===== src/rtl/mtr_drv.sv =====
// mtr_drv: dual H-bridge PWM generator with per-motor dead-time insertion.
// Ports:
//   clk                  system clock, all state on rising edge
//   rst_n                asynchronous active-low reset
//   lft_spd, rght_spd    signed 12-bit speed commands
//   PWM1_*/PWM2_*        high-side / low-side bridge drives per motor
//   PWM_synch            one-cycle pulse on the last cycle of each 2048-cycle period
module mtr_drv #(
    parameter logic [5:0] NONOVERLAP = 6'd32
) (
    input  logic        clk,
    input  logic        rst_n,
    input  logic [11:0] lft_spd,
    input  logic [11:0] rght_spd,
    output logic        PWM1_lft,
    output logic        PWM2_lft,
    output logic        PWM1_rght,
    output logic        PWM2_rght,
    output logic        PWM_synch
);
    typedef enum logic [1:0] {DEAD, HI, LO} state_t;

    logic [10:0] cnt_q;
    logic        synch_q;
    logic        wrap;
    logic [1:0]  pwm1, pwm2;

    // Clipped speed offset by +1024; for -1024..1023 that is just bit 10 inverted.
    function automatic logic [10:0] duty_of(input logic [11:0] spd);
        return ($signed(spd) < -12'sd1024) ? 11'h000 :
               ($signed(spd) >  12'sd1023) ? 11'h7ff : {~spd[10], spd[9:0]};
    endfunction

    assign wrap = cnt_q == 11'h7ff;

    // Synch is registered one cycle early so it lines up with cnt_q==0x7FF.
    always_ff @(posedge clk or negedge rst_n) begin
        if (!rst_n) begin
            cnt_q   <= '0;
            synch_q <= 1'b0;
        end else begin
            cnt_q   <= cnt_q + 11'd1;
            synch_q <= cnt_q == 11'h7fe;
        end
    end

    for (genvar m = 0; m < 2; m++) begin : g_mtr
        logic [10:0] duty_q;
        logic        raw_q, rawp_q, chg;
        state_t      st_q, st_d;
        logic [5:0]  dead_q, dead_d;
        logic        pwm1_q, pwm2_q;

        assign chg = raw_q ^ rawp_q;

        always_ff @(posedge clk or negedge rst_n) begin
            if (!rst_n) begin
                duty_q <= 11'h400;
                raw_q  <= 1'b0;
                rawp_q <= 1'b0;
                st_q   <= DEAD;
                dead_q <= '0;
                pwm1_q <= 1'b0;
                pwm2_q <= 1'b0;
            end else begin
                if (wrap) duty_q <= duty_of((m == 0) ? lft_spd : rght_spd);
                raw_q  <= cnt_q < duty_q;
                rawp_q <= raw_q;
                st_q   <= st_d;
                dead_q <= dead_d;
                // Outputs decoded from the next state so they are true flops.
                pwm1_q <= st_d == HI;
                pwm2_q <= st_d == LO;
            end
        end

        // A raw edge always (re)starts the dead-time; only a full quiet
        // dead-time lets a side turn on.
        always_comb begin
            st_d   = (st_q != DEAD) ? (chg ? DEAD : st_q) :
                     (!chg && dead_q == NONOVERLAP - 6'd1) ? (raw_q ? HI : LO) : DEAD;
            dead_d = (st_q == DEAD && !chg && dead_q != NONOVERLAP - 6'd1) ? dead_q + 6'd1 : '0;
        end

        assign pwm1[m] = pwm1_q;
        assign pwm2[m] = pwm2_q;
    end

    assign PWM1_lft  = pwm1[0];
    assign PWM2_lft  = pwm2[0];
    assign PWM1_rght = pwm1[1];
    assign PWM2_rght = pwm2[1];
    assign PWM_synch = synch_q;
endmodule


===== config.mk =====
export PLATFORM = sky130hd
export DESIGN_NAME = mtr_drv
export DESIGN_NICKNAME = d
export VERILOG_FILES = /design/src/rtl/mtr_drv.sv
export SDC_FILE = /design/constraint.sdc
export NUM_CORES = 1
export LEC_CHECK = 0
export BUFFER_PORTS_ARGS = -buffer_cell sky130_fd_sc_hd__buf_2
export CORE_UTILIZATION = 60
export DETAILED_ROUTE_END_ITERATION = 8
export GPL_ROUTABILITY_DRIVEN = 0
export GPL_TIMING_DRIVEN = 0
export HOLD_SLACK_MARGIN = 0.03
export PLACE_DENSITY = 0.91
export RECOVER_POWER = 100
export SYNTH_ARGS = -nofsm -noshare
export SYNTH_HDL_FRONTEND = slang
export SYNTH_SLANG_ARGS = --single-unit

===== constraint.sdc =====
create_clock -name clk -period 3.1 [get_ports clk]
set_input_delay 0 -clock clk [delete_from_list [all_inputs] [get_ports clk]]
set_output_delay 0 -clock clk [all_outputs]
set_load 0.1 [all_outputs]

### After elaboration in Yosys (flattened, before gate mapping)

Index checks and enable logic that the tools add are counted.

| storage, ports and cells | value |
|---|---|
| bits in registers | 58 |
| bits in latches | 0 |
| bits in writable memories | 0 |
| bits in read-only memories | 0 |
| output and inout port bits | 5 |
| memories | 0 |

| operators by class | value |
|---|---|
| add/sub/neg operators | 3 |
| multiply operators | 0 |
| div/mod/pow operators | 0 |
| $lt $le $gt $ge | 6 |
| eq/ne operators | 10 |
| shifts and indexed selects | 0 |
| muxes and demuxes | 14 |
| bitwise logic cells | 4 |
| reductions and logical operators | 12 |

Operators with widths:

| operator | count |
|---|---|
| 2-to-1 mux 11 bit | 4 |
| > comparator 12 x 11 -> 1 bit (second input constant) | 2 |
| less-than comparator 12 x 11 -> 1 bit (second input constant) | 2 |
| == test 11 bit (second input constant) | 2 |
| less-than comparator 11 bit | 2 |
| 2-to-1 mux 2 bit | 8 |
| adder 6 x 1 -> 6 bit (second input constant) | 2 |
| == test 6 x 5 -> 1 bit (second input constant) | 2 |
| 2-to-1 mux 6 bit | 2 |
| != test 6 x 5 -> 1 bit (second input constant) | 2 |
| adder 11 x 1 -> 11 bit (second input constant) | 1 |
| logical AND 1 bit | 6 |
| == test 2 x 1 -> 1 bit (second input constant) | 2 |
| == test 2 bit (second input constant) | 2 |
| logical NOT 2 bit | 2 |
| nonzero test 2 bit | 2 |
| logical NOT 1 bit | 2 |
| NOT 1 bit | 2 |
| bitwise XOR 1 bit | 2 |

### Depth between registers and ports, before layout

| logic depth | value |
|---|---|
| depth in word-level cells | 6 |
| mapped depth | 6 |

### Least setup slack after synthesis

OpenSTA, ideal clock, no wires.

| timing path | value |
|---|---|
| path kind | reg2reg |
| start point | register cnt_q[1] |
| end point | register g_mtr[1].duty_q[1] |
| setup time | 0.125 ns |
| arrival | 1.284 ns |
| required time | 2.975 ns |
| path slack | 1.691 ns |
| cell stages (with the launch flop) | 5 |
| buffers on the path | 0 |
| period minus slack after synthesis | 1.409 ns |
| path through | dfrtp_1 > ha_1 > and3_2 > nand4_4 > mux2_4 |

| between the ends | value |
|---|---|
| cells in the longest elaborated chain, start to end | 1 |

RTL lines:

| what | RTL line | RTL |
|---|---|---|
| start, declared | 23 | `logic [10:0] cnt_q;` |
| start signal, assigned | 42 | `cnt_q <= cnt_q + 11'd1;` |
| == test 11 bit | 34 | `assign wrap = cnt_q == 11'h7ff;` |
| end signal, assigned | 66 | `if (wrap) duty_q <= duty_of((m == 0) ? lft_spd : rght_spd);` |
| end, declared | 48 | `logic [10:0] duty_q;` |

Every way passes these cells.
A chain may end at the register's enable or synchronous reset.

### Final worst setup path

| timing path | value |
|---|---|
| start point | register cnt_q[0] |
| end point | register g_mtr[0].duty_q[5] |

| between the ends | value |
|---|---|
| cells in the longest elaborated chain, start to end | 1 |

RTL lines:

| what | RTL line |
|---|---|
| == test 11 bit | 34 |
| end signal, assigned | 66 |
| end, declared | 48 |

Every way passes these cells.

==> run_results.csv <==
group,metric,value,unit
sta,fin_setup_tns,0,ns
sta,worst_pin_slew,1.38,ns
clocking,clkSinkCount,58,
placement,dpl.hpwl,4090,um
floorplanning,design.die.area,5440,um2
floorplanning,die_h,73.7,um
power_and_ir_drop,p_sw_share,20.6,%
worst_setup_path,cp-end-kind,"register",
floorplanning,dieWidth,73.7,um
sta,grt_setup_unrepaired,"no",
sta,fmax,496,MHz
clocking,cts_resized,0,
layout,instances_no_fill,454,
power_and_ir_drop,power.density,436,nW/um2
worst_setup_path,critPathArrivalTime,2.20,ns
sta,clock_skew,0.00545,ns
yosys,synth_nets,371,
sta,drv_slew,0,
sta,hold_viol,0,
power_and_ir_drop,p_sw,0.000326,W
yosys,seq_area_frac_synth,47.1,%
sta,finalCritPeriodShare,65.1,%
placement,pre_cts_slack,1.51,ns
layout,drive_above_1_share,12.1,%
yosys,synthArstFlopShare,100,%
route,drc_errors,0,
clocking,cts_tree,"built",
route,wire_per_inst,13.9,um
route,ant_nets,0,
yosys,synth_area_per_cell,9.62,um2
grt,grt_max_degree,59,
layout,mostFrequentLayoutCell,"nand2_1",
grt,gr-usage-all-layers,27.0,%
grt,grt_pass1_vias,2387,
clocking,cts_max_level,3,
grt,grt_overflow,0,
layout,areaGrowthSynthToFinish,17.7,%
floorplanning,initial_core_util,63.7,%
flow_run,cap_violations,0,
clocking,clock_path_buffers,2,
floorplanning,io_pins,31,
placement,portBuffers,29,
power_and_ir_drop,power_frac_clock,46.6,%
clocking,clock-root-buffer,"clkbuf_8",
yosys,syn-instance-count,321,
yosys,synth_ff_type,"dfrtp_1",
power_and_ir_drop,power.share.sequential,47.9,%
yosys,syn-cell-area,3090,um2
floorplanning,rows,25,
grt,grt_pass1_wl,10800,um
route,drt_iter0_drc,112,
worst_setup_path,crit_path_start_kind,"register",
route,firstDrtPassIters,4,
placement,dp_cells,417,
clocking,clkSlewWorstSetupHoldPaths,0.06,ns
layout,final_cell_mix,"nand2_1, dfrtp_1, o21ai_0, inv_1",
yosys,ys_ff_latch,58,
layout,finalNetCount,432,
power_and_ir_drop,ir_worst_vdd,0.000244,V
power_and_ir_drop,internal_power,0.00126,W
yosys,ys_warn_count,0,
grt,antenna_found_initial,0,
yosys,synth-edff-count,0,
sta,period_needed,2.02,ns
power_and_ir_drop,comb_power_share,5.4,%
sta,setup_slack,1.08,ns
worst_setup_path,crit_fanout,10,
power_and_ir_drop,leakagePower,1.87,nW
worst_setup_path,crit_type,"reg2reg",
yosys,synth_cell_types,35,
sta,setup_viol,0,
route,viasPerCell,5.39,
route,drt-total-wl,6330,um
worst_hold_path,worstHoldPathType,"in2reg",
sta,hold_ws,0.0570,ns
floorplanning,coreArea,4850,um2
layout,diodes,0,
clocking,cts_buffers,9,
outcome,status,"finished, final reports clean",
route,num_vias,2449,
worst_setup_path,cp.required,3.29,ns
clocking,clk_latency,0.34,ns
layout,fin_util,75.0,%
sta,slew_headroom,8.15,%
[flip-flops by register name, summed over array words and instances (netlist names)]
signal and count:
g_mtr.duty_q 22, PWM1_lft 1, PWM2_lft 1, g_mtr.st_q 4
g_mtr.rawp_q 2, PWM_synch 1, cnt_q 11, g_mtr.dead_q 12
PWM1_rght 1, g_mtr.raw_q 2, PWM2_rght 1
[power by group through the flow]
stage	clock, W	sequential, W	combinational, W
6_report	0.000740	0.000760	0.0000858
5_1_grt	0.000793	0.000759	0.0000975
4_1_cts	0.000754	0.000760	0.0000886
3_5_place_dp	0	0.000774	0.0000686
3_3_place_gp	0	0.000774	0.0000657
2_1_floorplan	0	0.000774	0.0000312
[worst max-delay path, stage by stage, from the launching register on]
cell	delay (ns)
dfrtp_1	0.45
ha_1	0.27
and3_1	0.18
nand4_1	0.30
clkbuf_1	0.47
o21ai_0	0.20
[through the flow]
step / power, W / instance area, um2
6_report: 0.00159 / 3630
5_1_grt: 0.00165 / 3630
4_1_cts: 0.00160 / 3740
3_5_place_dp: 0.000842 / 3320
3_3_place_gp: 0.000839 / 3320
2_1_floorplan: 0.000805 / 3090
[timing repair]
item	4_1_cts	5_1_grt
setup buffers	0	0
hold buffers	21	0
hold endpoints to repair	76	0
[area by class of cell]
cell class	count	area (um2)
sequential	58	1450
multi-input combinational	230	1400
fill	340	1210
timing repair buffer	50	349
clock buffer	15	186
inverter	25	93.8
tap	67	83.8
buffer	8	42.5
clock inverter	1	30.0
[final timing paths]
| path | from | to | slack, ns | cells after the start |
|---|---|---|---|---|
| setup / recovery | cnt_q[0] | g_mtr[0].duty_q[5] | 1.08 | 5 |
| hold / removal | rght_spd[1] | g_mtr[1].duty_q[1] | 0.06 | 3 |
| setup reg to reg | cnt_q[0] | g_mtr[0].duty_q[5] | 1.08 | 5 |
| hold reg to reg | g_mtr[1].raw_q | g_mtr[1].rawp_q | 0.40 | 0 |
| max in group asynchronous | rst_n | g_mtr[1].duty_q[1] | 1.76 | 2 |
| min in group asynchronous | rst_n | cnt_q[5] | 0.52 | 2 |
[synthesized netlist by cell type (3+ instances only)]
cell type  number  area, um2
a21oi_1        12       60.1
buf_6           3       33.8
clkbuf_1        3       11.3
dfrtp_1        56       1400
ha_1           24        300
inv_1          25       93.8
nand2_1        61        229
nand2b_1        4       25.0
nand3_1        12       60.1
nand4_1         6       37.5
nor2_1         18       67.6
nor2b_1         3       18.8
nor3_1          4       20.0
nor4_1          3       18.8
o21ai_0        26        130
o21ai_2        20        175
xnor2_1        12        105
xor2_1          7       61.3
[kinds of logic after synthesis]
kind of cell    count (synthesis)  synth area share [%]
compound gates                 64                  13.4
xor+xnor                       19                  5.39
fa+ha+maj                      25                  10.0
buf+inv                        33                  4.90
flops                          58                  47.1
mux                             2                 0.810
simple gates                  120                  18.4
[routing by layer]
metal,global-route usage (%),wire length (um)
met1,32.4,2740
met2,46.8,3290
met3,5.08,190
met4,12.6,107
met5,0,0
(Power assumes the default switching activity.)
